==> src/rtl/aes_cap_pkg.sv <==
// Shared types and constants for the AES result capture block.
package aes_cap_pkg;

  localparam int AES_W     = 128;
  localparam int AES_BYTES = 16;
  localparam int IDX_W     = $clog2(AES_BYTES);

  typedef enum logic [1:0] {
    ST_IDLE    = 2'd0,
    ST_WAIT    = 2'd1,
    ST_CAPTURE = 2'd2,
    ST_STREAM  = 2'd3
  } cap_state_t;

  // Byte idx of a block, byte 0 being the most significant byte.
  function automatic logic [7:0] aes_byte(input logic [AES_W-1:0] blk,
                                          input logic [IDX_W-1:0] idx);
    logic [AES_W-1:0] sh;
    sh = blk >> {~idx, 3'b000};
    return sh[7:0];
  endfunction

endpackage

==> src/rtl/aes_byte_serializer.sv <==
// Presents a 128-bit block as 16 bytes, MSB first, on a valid/ready port.
// The byte index only moves on an accepted transfer, so a stalled consumer
// sees byte_out and byte_valid held.
module aes_byte_serializer
  import aes_cap_pkg::*;
(
  input  logic             clk,
  input  logic             rst,
  input  logic             active,
  input  logic [AES_W-1:0] data,
  input  logic             byte_ready,
  output logic [7:0]       byte_out,
  output logic             byte_valid,
  output logic             last_xfer
);

  logic [IDX_W-1:0] idx_q;
  logic             xfer;

  assign byte_valid = active;
  assign xfer       = active & byte_ready;
  assign last_xfer  = xfer & (idx_q == IDX_W'(AES_BYTES - 1));
  assign byte_out   = active ? aes_byte(data, idx_q) : 8'h00;

  // Byte index: advance per transfer, back to 0 after the last byte.
  always_ff @(posedge clk or posedge rst) begin
    if (rst) begin
      idx_q <= '0;
    end else if (xfer) begin
      idx_q <= last_xfer ? '0 : idx_q + IDX_W'(1);
    end
  end

endmodule

==> src/rtl/aes_result_capture.sv <==
// Captures the AES core ciphertext a fixed latency after start, writes it to
// the result RAM, compares it against the golden value and streams it out
// bytewise.
//
// state      | meaning
// -----------+-----------------------------------------------------------
// ST_IDLE    | waiting for start
// ST_WAIT    | latency counter running down to the ciphertext-valid edge
// ST_CAPTURE | one cycle: RAM write of the captured ciphertext
// ST_STREAM  | serializing the 16 captured bytes, done on the last one
module aes_result_capture
  import aes_cap_pkg::*;
#(
  parameter int LATENCY = 21,
  parameter int ADDR_W  = 1
) (
  input  logic              clk,
  input  logic              rst,
  input  logic              start,
  input  logic [AES_W-1:0]  ct_in,
  input  logic [AES_W-1:0]  expected,
  output logic              busy,
  output logic              done,
  output logic              match,
  output logic [ADDR_W-1:0] ram_addr,
  output logic [AES_W-1:0]  ram_data,
  output logic              ram_wren,
  output logic [7:0]        byte_out,
  output logic              byte_valid,
  input  logic              byte_ready
);

  localparam int CNT_W = $clog2(LATENCY);
  // Loaded on the start edge; reaching zero marks the LATENCY-th edge.
  localparam logic [CNT_W-1:0] CNT_LOAD = CNT_W'(LATENCY - 1);

  cap_state_t        state_q, state_d;
  logic [CNT_W-1:0]  cnt_q;
  logic [ADDR_W-1:0] ptr_q;
  logic [AES_W-1:0]  cap_q;
  logic              match_q;
  logic              load_cnt;
  logic              sample;
  logic              last_xfer;

  // State register.
  always_ff @(posedge clk or posedge rst) begin
    if (rst) begin
      state_q <= ST_IDLE;
    end else begin
      state_q <= state_d;
    end
  end

  // Next-state logic plus the strobes that steer the datapath registers.
  always_comb begin
    state_d  = state_q;
    load_cnt = 1'b0;
    sample   = 1'b0;
    unique case (state_q)
      ST_IDLE: begin
        if (start) begin
          state_d  = ST_WAIT;
          load_cnt = 1'b1;
        end
      end
      ST_WAIT: begin
        if (cnt_q == '0) begin
          state_d = ST_CAPTURE;
          sample  = 1'b1;
        end
      end
      ST_CAPTURE: begin
        state_d = ST_STREAM;
      end
      ST_STREAM: begin
        if (last_xfer) begin
          state_d = ST_IDLE;
        end
      end
      default: begin
        state_d = ST_IDLE;
      end
    endcase
  end

  // Latency down-counter.
  always_ff @(posedge clk or posedge rst) begin
    if (rst) begin
      cnt_q <= '0;
    end else if (load_cnt) begin
      cnt_q <= CNT_LOAD;
    end else if (state_q == ST_WAIT && cnt_q != '0) begin
      cnt_q <= cnt_q - CNT_W'(1);
    end
  end

  // Ciphertext capture and golden compare, both on the sample edge.
  always_ff @(posedge clk or posedge rst) begin
    if (rst) begin
      cap_q   <= '0;
      match_q <= 1'b0;
    end else if (sample) begin
      cap_q   <= ct_in;
      match_q <= (ct_in == expected);
    end else if (load_cnt) begin
      match_q <= 1'b0;
    end
  end

  // RAM address pointer, wrapping naturally at 2^ADDR_W.
  always_ff @(posedge clk or posedge rst) begin
    if (rst) begin
      ptr_q <= '0;
    end else if (last_xfer) begin
      ptr_q <= ptr_q + ADDR_W'(1);
    end
  end

  aes_byte_serializer u_ser (
    .clk        (clk),
    .rst        (rst),
    .active     (state_q == ST_STREAM),
    .data       (cap_q),
    .byte_ready (byte_ready),
    .byte_out   (byte_out),
    .byte_valid (byte_valid),
    .last_xfer  (last_xfer)
  );

  assign busy     = (state_q != ST_IDLE);
  assign ram_wren = (state_q == ST_CAPTURE);
  assign ram_data = ram_wren ? cap_q : '0;
  assign ram_addr = ptr_q;
  assign match    = match_q;
  assign done     = last_xfer;

endmodule
==> config.mk <==
export PLATFORM = sky130hd
export DESIGN_NAME = aes_result_capture
export DESIGN_NICKNAME = d
export VERILOG_FILES = /design/src/rtl/aes_cap_pkg.sv /design/src/rtl/aes_byte_serializer.sv /design/src/rtl/aes_result_capture.sv
export SDC_FILE = /design/constraint.sdc
export NUM_CORES = 1
export LEC_CHECK = 0
export BUFFER_PORTS_ARGS = -buffer_cell sky130_fd_sc_hd__buf_2
export CORE_AREA = 2 2 155 157
export DETAILED_ROUTE_END_ITERATION = 16
export DIE_AREA = 0 0 157 159
export GPL_TIMING_DRIVEN = 0
export PLACE_DENSITY = 0.69
export SYNTH_ARGS = -nofsm -noshare
export SYNTH_HDL_FRONTEND = slang
export SYNTH_SLANG_ARGS = --single-unit
==> constraint.sdc <==
create_clock -name clk -period 4.2 [get_ports clk]
set_clock_uncertainty 0.2 [all_clocks]
set_input_delay 0 -clock clk [delete_from_list [all_inputs] [get_ports clk]]
set_output_delay 0 -clock clk [all_outputs]
set_load 0.02 [all_outputs]
==> results of run 1 <==
==> routing by layer <==
layer  vias up  track usage  wire, um
li1       3642            -         -
met1      4087        0.391     16200
met2       414        0.575     20300
met3        64       0.0710      2740
met4         0       0.0997      1300
met5         -            0         0
==> final cells by class <==
cell class | count | area, um2
buffer | 40 | 213
clock buffer | 19 | 443
clock inverter | 13 | 156
fill | 1990 | 10000
inverter | 11 | 46.3
multi-input combinational | 521 | 4970
sequential | 141 | 3530
tap | 319 | 399
timing repair buffer | 538 | 3400
==> sequential cells by signal, indices dropped and copies added (netlist names) <==
register and cells:
cap_q 128, cnt_q 5, match 1, ram_addr 1
state_q 2, u_ser.idx_q 4
==> worst max path at each step <==
stage / from / endpoint / slack (ns) / depth (start not counted)
3_3_place_gp: rst / cap_q[53]$_DFFE_PP0P_ / -1.66 / 2
4_1_cts: u_ser.idx_q[1]$_DFFE_PP0P_ / byte_out[2] / 0.78 / 7
5_1_grt: u_ser.idx_q[1]$_DFFE_PP0P_ / byte_out[2] / 0.77 / 7
3_5_place_dp: u_ser.idx_q[1]$_DFFE_PP0P_ / byte_out[2] / 1.24 / 7
2_1_floorplan: rst / cap_q[0]$_DFFE_PP0P_ / 0.22 / 1
6_report: u_ser.idx_q[1]$_DFFE_PP0P_ / byte_out[2] / 0.82 / 7
==> report_power, final <==
part | switching (uW) | internal [uW]
registers | 539 | 2060
logic | 2660 | 2270
clock network | 671 | 906
total | 3870 | 5230
==> cell usage in the layout (no fill, tap or decap), drive strengths merged <==
cell type,netlist,layout
a21o,1,1
a21oi,6,6
a22oi,2,2
and2,136,136
and3,2,2
buf,18,420
bufinv,0,2
clkbuf,22,41
clkinv,0,2
clkinvlp,0,4
dfrtp,141,141
dlygate4sd3,0,136
ha,7,7
inv,11,16
mux2,130,130
mux4,40,40
nand2,7,7
nand3,4,4
nand4,12,12
nor2,4,4
nor3,2,2
nor4,29,29
o211ai,1,1
o21ai,3,3
o221ai,1,1
o22ai,3,3
or4,2,2
xnor2,19,19
xor2,110,110
==> metrics by stage <==
step | hold slack, ns | setup slack [ns] | instance area [um2] | total power (uW)
2_1_floorplan | -0.113 | 0.219 | 8760 | 5520
3_3_place_gp | 0.0412 | -1.66 | 11200 | 7350
3_5_place_dp | -0.113 | 1.24 | 11200 | 7440
4_1_cts | 0.0375 | 0.780 | 13200 | 9120
5_1_grt | 0.0829 | 0.769 | 13200 | 9530
6_report | 0.0462 | 0.816 | 13200 | 9110
==> tightest hold or removal path, stage by stage <==
cell and delay (ns):
buf_2 0.09, xnor2_1 0.05, nand4_1 0.07, nor4_1 0.06, nand4_1 0.09, or4_1 0.17
o22ai_1 0.10
==> kinds of logic after synthesis <==
group | after synthesis | synth area share
xor gates and xnor gates | 129 | 0.129
adders and majority gates | 7 | 0.0100
muxes | 170 | 0.280
and+or+nand+nor | 198 | 0.138
DFF | 141 | 0.403
buffers and inverters | 51 | 0.0290
AOI/OAI and AO/OA | 17 | 0.0117
==> impl_metrics.toml, run 1 <==
[synth]
yosys-top-cells-count = "141 x dfrtp_1, 136 x and2_1, 130 x mux2_2, 110 x xor2_1, 29 x nor4_1"
ys.flop_type = "dfrtp_1"
async_reset_ff_frac = 1.00
ys_seq_area_frac = 0.403
synth_largest_area_cell = "dfrtp_1"
synth_cells = 713
syn-cell-area_mm2 = 0.00876
synth_fp_nets = 980
yosys_warnings = 0
synthTopCellsByArea = "dfrtp_1 40%, mux2_2 17%, xor2_1 11%"
syn_avg_cell_area_um2 = 12.3
synth-edff-count = 0
ys_types = 28
ys_ff_latch = 141
synth.most_common_cell = "dfrtp_1"
synth_top_area_frac = 0.403

[placed_design]
dp_cells = 1434
gp_congestion = 0.893
hpwlAfterDp_mm = 31.4
port_buffers = 401

[critical_path]
cp_top_family = "buffers and inverters"
r2r-end = "cap_q[108]$_DFFE_PP0P_"
crit_path_cell_trace = "buf_6 > buf_6 > clkbuf_1 > mux4_1 > mux4_2 > and2_1 > buf_2"
critPathBufInv = 4
end_kind = "output port"
cp.arrival_ns = 3.18
required_ns = 4.00
r2r_cells = 7
cp_slowest_cell = "clkbuf_1"
critPathMostFrequentCell = "buf_6"
crit_path_max_incr_delay_ns = 0.60
worstSetupPathType = "flip-flop to output port"
crit_fanout = 10
reg2reg_slack_ns = 1.46
worstReg2RegStart = "state_q[1]$_DFFE_PP0P_"
critPathLaunchType = "flip-flop"

[grt]
overflow = 0
antenna_found_initial = 1
track_usage = 0.325
grt_pass1_vias = 8919
grt_first_pass_wirelength_mm = 57.6
grt_max_degree = 90

[cells_and_area]
drive_above_1_share = 0.468
num-nets-final = 1537
area_growth_pct = 50.2
layoutNonFillerInstCount = 1602
postLayoutCoreUtil = 0.567
num_antenna_cells = 0

[timing]
finalMaxSlewViolations = 0
period_needed_ns = 3.38
post-route-period-util = 0.806
fmax_mhz = 295
setup_viol = 0
finalHoldViolations = 0
slew_headroom = 0.219
rsz0062_at_grt = "no"
tightest_slew_ns = 1.16
tns_ns = 0

[min_path]
hp-class = "input pin to flip-flop"
min_path_cells = 7
min_to = "match$_DFFE_PP0P_"
hold_path_startpoint = "expected[41]"

[clock_tree]
cts-root-buf = "clkbuf_16"
insertion_delay_ns = 0.43
clock-sinks = 141
cts_made_buffers = 17
cts_tree = "built"
cts_buffer_depth = 2
post_cts.repair.setup_buffers = 0
cts_max_level = 4
cts_hold_buf = 136
post_cts_resize_count = 0
clk_pin_slew_ns = 0.06

[status]
status = "completed"

[route]
avgRoutedWirePerCell_um = 25.3
drc = 0
firstDrtPassIters = 5
drt-total-wl_mm = 40.5
viasPerCell = 5.12
drt_iter0_drc = 514
vias = 8207
ant_nets = 0

[floorplanning]
dieArea_mm2 = 0.0250
fp.dieH_um = 159
top_level_ports = 402
initial_utilization = 0.378
die_w_um = 157
row_count = 56
fp.coreArea_mm2 = 0.0232

[job]
maxCapViolations = 0

[power_and_ir_drop]
vdd_ir_drop_max_mv = 0.330
p_leak_uw = 0.00629
cellPowerDensity_mw_per_mm2 = 692
(Power assumes the default switching activity.)
==> inputs of run 2 (changes only) <==
CORE_AREA = 2 2 156 158   (was 2 2 155 157)
DIE_AREA = 0 0 158 160   (was 0 0 157 159)
PLACE_DENSITY = 0.66   (was 0.69)
clock period = 3.2 ns   (was 4.2 ns; I/O delays follow)
==> impl_metrics.toml, run 2 (synthesized netlist as in run 1, its figures left out) <==
[status]
status = "completed"

[route]
drc = 0
ant_nets = 0
avgRoutedWirePerCell_um = 25.4
viasPerCell = 5.22
vias = 8398
drt-total-wl_mm = 40.8
firstDrtPassIters = 5
drt_iter0_drc = 443

[job]
maxCapViolations = 0

[cells_and_area]
largest_register_ffs = 128
final_common_cell = "buf_2"
area_growth_pct = 50.2
drive_above_1_share = 0.472
layoutNonFillerInstCount = 1609
num-nets-final = 1536
regMostFlops = "cap_q"
fillers = 2110
layout_common_cells = "414 x buf_2, 141 x dfrtp_1, 136 x and2_1"
largestRegisters = "cap_q (128), cnt_q (5), u_ser.idx_q (4)"

[timing]
finalHoldViolations = 0
finalMaxSlewViolations = 0
setup_viol = 0
tns_ns = 0
tightest_slew_ns = 1.01
setup_ws_ns = 0.122
rsz0062_at_grt = "no"
slew_headroom = 0.318
post-route-period-util = 0.962
period_needed_ns = 3.08
fmax_mhz = 325

[critical_path]
cp.arrival_ns = 2.88
critPathMostFrequentCell = "buf_6"
path_depth = 7
critPathLaunchType = "flip-flop"
worstReg2RegStart = "state_q[1]$_DFFE_PP0P_"
cp_top_family = "multiplexers"
cp_slowest_cell = "mux4_2"
required_ns = 3.00
crit_path_max_incr_delay_ns = 0.50
worstSetupPathType = "flip-flop to output port"
r2r_cells = 7
crit_fanout = 10
startpoint = "u_ser.idx_q[1]$_DFFE_PP0P_"
end_kind = "output port"
crit_path_cell_trace = "buf_6 > buf_6 > clkbuf_2 > mux4_1 > mux4_2 > and2_1 > buf_2"
critPathBufInv = 4

[clock_tree]
insertion_delay_ns = 0.43
cts_max_level = 4
cts_made_buffers = 17
clock-sinks = 141
cts-root-buf = "clkbuf_16"
cts_buffer_depth = 2
cts_tree = "built"
clk_pin_slew_ns = 0.07

[floorplanning]
initial_utilization = 0.368
fp.coreArea_mm2 = 0.0238
dieArea_mm2 = 0.0253
die_w_um = 158
row_count = 57
fp.dieH_um = 160
top_level_ports = 402

[grt]
antenna_found_initial = 3
overflow = 0
grt_max_degree = 41
track_usage = 0.322
grt_first_pass_wirelength_mm = 57.0
grt_pass1_vias = 8828

[power_and_ir_drop]
total_power_uw = 11900
p_leak_uw = 0.00630
cellPowerDensity_mw_per_mm2 = 906
vdd_ir_drop_max_mv = 0.413

[min_path]
hp-class = "input pin to flip-flop"
min_path_cells = 6
hold_path_startpoint = "expected[109]"

[placed_design]
port_buffers = 401
dp_cells = 1441
hpwlAfterDp_mm = 31.6
gp_congestion = 0.893
pre_cts_ws_ns = 0.238
run 2: layout make-up:
cell class | instances | area [um2] | area share
multi-input combinational | 521 | 4970 | 0.378
sequential | 141 | 3530 | 0.268
timing repair buffer | 537 | 3400 | 0.258
clock buffer | 21 | 470 | 0.0358
tap | 324 | 405 | 0.0308
buffer | 40 | 216 | 0.0165
clock inverter | 11 | 108 | 0.00818
inverter | 11 | 45.0 | 0.00342
antenna | 3 | 7.51 | 0.000571
run 2: path summary, 6_finish.rpt:
kind | slack (ns) | to
setup reg to reg | 0.43 | cap_q[109]$_DFFE_PP0P_
min in group asynchronous | 0.05 | cap_q[10]$_DFFE_PP0P_
setup / recovery | 0.12 | byte_out[2]
hold reg to reg | 0.28 | ram_addr$_DFFE_PP0P_
hold / removal | 0.02 | match$_DFFE_PP0P_
max in group asynchronous | 1.80 | cap_q[70]$_DFFE_PP0P_
run 2: worst reg2reg max path, cell delays in order, from the launching register on:
cell and delay, ns:
dfrtp_1 0.41, inv_1 0.12, ha_1 0.19, nand3_1 0.11, nor2_1 0.36, clkbuf_1 0.40, buf_2 0.46, mux2_2 0.40
run 2: report_power, final:
part           internal, uW  switching [uW]  total [uW]
clock                  1140             848        1990
sequential             2700             717        3420
combinational          2980            3530        6510
run 2: repair_timing:
| item | 4_1_cts | 5_1_grt |
|---|---|---|
| gates cloned | 0 | 0 |
| endpoints found under the setup margin | 8 | 9 |
| endpoints found under the hold margin | 222 | 0 |
| resized for setup | 2 | 2 |
| buffers inserted | 0 | 0 |
| hold buffers | 133 | 0 |
run 2: layer usage:
layer / GRT usage / routed length (um)
met3: 0.0708 / 2870
met5: 0 / 0
met2: 0.549 / 19900
met4: 0.161 / 2100
met1: 0.381 / 15900
run 2: through the flow:
| step | util | instance area, um2 | hold WS (ns) |
|---|---|---|---|
| 6_report | 0.552 | 13200 | 0.0208 |
| 5_1_grt | 0.552 | 13100 | 0.0590 |
| 4_1_cts | 0.552 | 13100 | 0.0103 |
| 3_5_place_dp | 0.472 | 11200 | -0.0249 |
| 3_3_place_gp | 0.469 | 11200 | 0.0425 |
| 2_1_floorplan | - | 8760 | -0.113 |
==> inputs of run 3 (changes only) <==
CAP_MARGIN = 20   (was default)
CELL_PAD_IN_SITES_DETAIL_PLACEMENT = 1   (was default)
CELL_PAD_IN_SITES_GLOBAL_PLACEMENT = 2   (was default)
CORE_AREA = default   (was 2 2 156 158)
CORE_UTILIZATION = 29   (was default)
DIE_AREA = default   (was 0 0 158 160)
PLACE_DENSITY = default   (was 0.66)
PLACE_DENSITY_LB_ADDON = 0.1   (was default)
TNS_END_PERCENT = 1   (was default)
==> impl_metrics.toml, run 3 (synthesized netlist as in run 1, its figures left out) <==
[timing]
slew_headroom = 0.388
tightest_slew_ns = 0.909
fmax_mhz = 329
finalMaxSlewViolations = 0
period_needed_ns = 3.04
tns_ns = 0
finalHoldViolations = 1
post-route-period-util = 0.950
setup_viol = 0
hold-worst-slack_ns = -0.0148
rsz0062_at_grt = "no"

[route]
drc = 0
avgRoutedWirePerCell_um = 25.5
firstDrtPassIters = 4
viasPerCell = 4.77
drt-total-wl_mm = 42.7
vias = 7991
drt_iter0_drc = 303
ant_nets = 0

[placed_design]
port_buffers = 401
place_area_mm2 = 0.0113
hpwlAfterDp_mm = 33.8
gp_congestion = 0.852
dp_cells = 1508

[power_and_ir_drop]
cellPowerDensity_mw_per_mm2 = 908
p_leak_uw = 0.00633
vdd_ir_drop_max_mv = 0.387

[cells_and_area]
regMostFlops = "cap_q"
finalInstanceArea_mm2 = 0.0133
area_growth_pct = 51.8
postLayoutCoreUtil = 0.448
layoutNonFillerInstCount = 1675
num-nets-final = 1540
fillers = 3350
largestRegisters = "cap_q (128), cnt_q (5), u_ser.idx_q (4)"
layout_common_cells = "415 x buf_2, 141 x dfrtp_1, 136 x and2_1"
final_common_cell = "buf_2"
largest_register_ffs = 128
drive_above_1_share = 0.471

[critical_path]
worstSetupPathType = "flip-flop to output port"
cp.arrival_ns = 2.84
required_ns = 3.00
cp_slowest_cell = "mux4_2"
critPathMostFrequentCell = "buf_6"
crit_path_max_incr_delay_ns = 0.52
reg2reg_slack_ns = 0.39
end_kind = "output port"
crit_path_cell_trace = "buf_6 > buf_6 > clkbuf_2 > mux4_1 > mux4_2 > and2_1 > buf_2"
critPathLaunchType = "flip-flop"
crit_fanout = 10

[clock_tree]
clk_pin_slew_ns = 0.07
cts_max_level = 4
cts_tree = "built"
cts-root-buf = "clkbuf_16"
clock-sinks = 141
cts_made_buffers = 17
cts_buffer_depth = 2
insertion_delay_ns = 0.43

[grt]
grt_pass1_vias = 8822
track_usage = 0.280
antenna_found_initial = 5
overflow = 0
grt_first_pass_wirelength_mm = 60.4
grt_max_degree = 38

[floorplanning]
row_count = 63
fp.coreArea_mm2 = 0.0296
top_level_ports = 402
dieArea_mm2 = 0.0309
initial_utilization = 0.295
fp.dieH_um = 176
die_w_um = 176

[job]
maxCapViolations = 0

[min_path]
hp-class = "input pin to flip-flop"

[status]
status = "finished with violations"
violations = "hold timing"
run 3: cell count changes in the layout (fill, tap and decap cells not counted), moves of 2 or more:
| cell | before | now |
|---|---|---|
| clkinv_4 | 3 | 1 |
| clkbuf_8 | 3 | 0 |
| dlygate4sd3_1 | 133 | 135 |
| diode_2 | 3 | 1 |
| bufinv_16 | 1 | 3 |
run 3: what timing repair did:
action,CTS,global route
endpoints found under the hold margin,244,0
buffers inserted,0,0
gates resized for setup,2,3
pin swaps,0,0
setup endpoints to repair,8,10
hold buffers,135,0
run 3: layer usage:
metal | wire length, um | vias up | track usage
li1 | - | 3647 | -
met5 | 39 | - | 0
met1 | 17300 | 3967 | 0.336
met4 | 1420 | 6 | 0.102
met3 | 2990 | 55 | 0.0749
met2 | 20900 | 316 | 0.478
run 3: through the flow:
step / total power (uW) / setup WS, ns
after floorplan: 7250 / 0.963
after global placement: 9800 / -0.0612
after detailed placement: 9900 / 0.253
after CTS: 12200 / 0.0139
after global routing: 12700 / 0.0273
final: 12100 / 0.159
run 3: layout make-up:
cell class / count / area (um2) / area share
sequential: 141 / 3530 / 0.266
multi-input combinational: 521 / 4970 / 0.374
clock buffer: 18 / 429 / 0.0323
tap: 390 / 488 / 0.0367
inverter: 11 / 45.0 / 0.00339
buffer: 40 / 216 / 0.0163
antenna: 1 / 2.50 / 0.000188
timing repair buffer: 541 / 3440 / 0.259
clock inverter: 12 / 161 / 0.0121
run 3: critical path: cells and delay by family, from the launching register on:
family	cells	cell delay, ns
AND/OR/NAND/NOR	1	0.18
buffers and inverters	4	0.90
multiplexers	2	0.98
flip-flops	1	0.36
run 3: power breakdown:
part / leakage (uW) / switching (uW) / internal, uW
Sequential: 0.00166 / 720 / 2700
Clock: 0.000280 / 868 / 1230
Combinational: 0.00439 / 3560 / 2990
Total: 0.00633 / 5150 / 6920
run 3: final timing paths:
check	startpoint	to	cells after the start
min in group asynchronous	rst	cap_q[56]$_DFFE_PP0P_	4
worst max register to register	state_q[1]$_DFFE_PP0P_	cap_q[95]$_DFFE_PP0P_	7
worst min-delay path	expected[104]	match$_DFFE_PP0P_	6
max in group asynchronous	rst	cap_q[31]$_DFFE_PP0P_	6
worst min register to register	ram_addr$_DFFE_PP0P_	ram_addr$_DFFE_PP0P_	1
worst max-delay path	u_ser.idx_q[1]$_DFFE_PP0P_	byte_out[2]	7
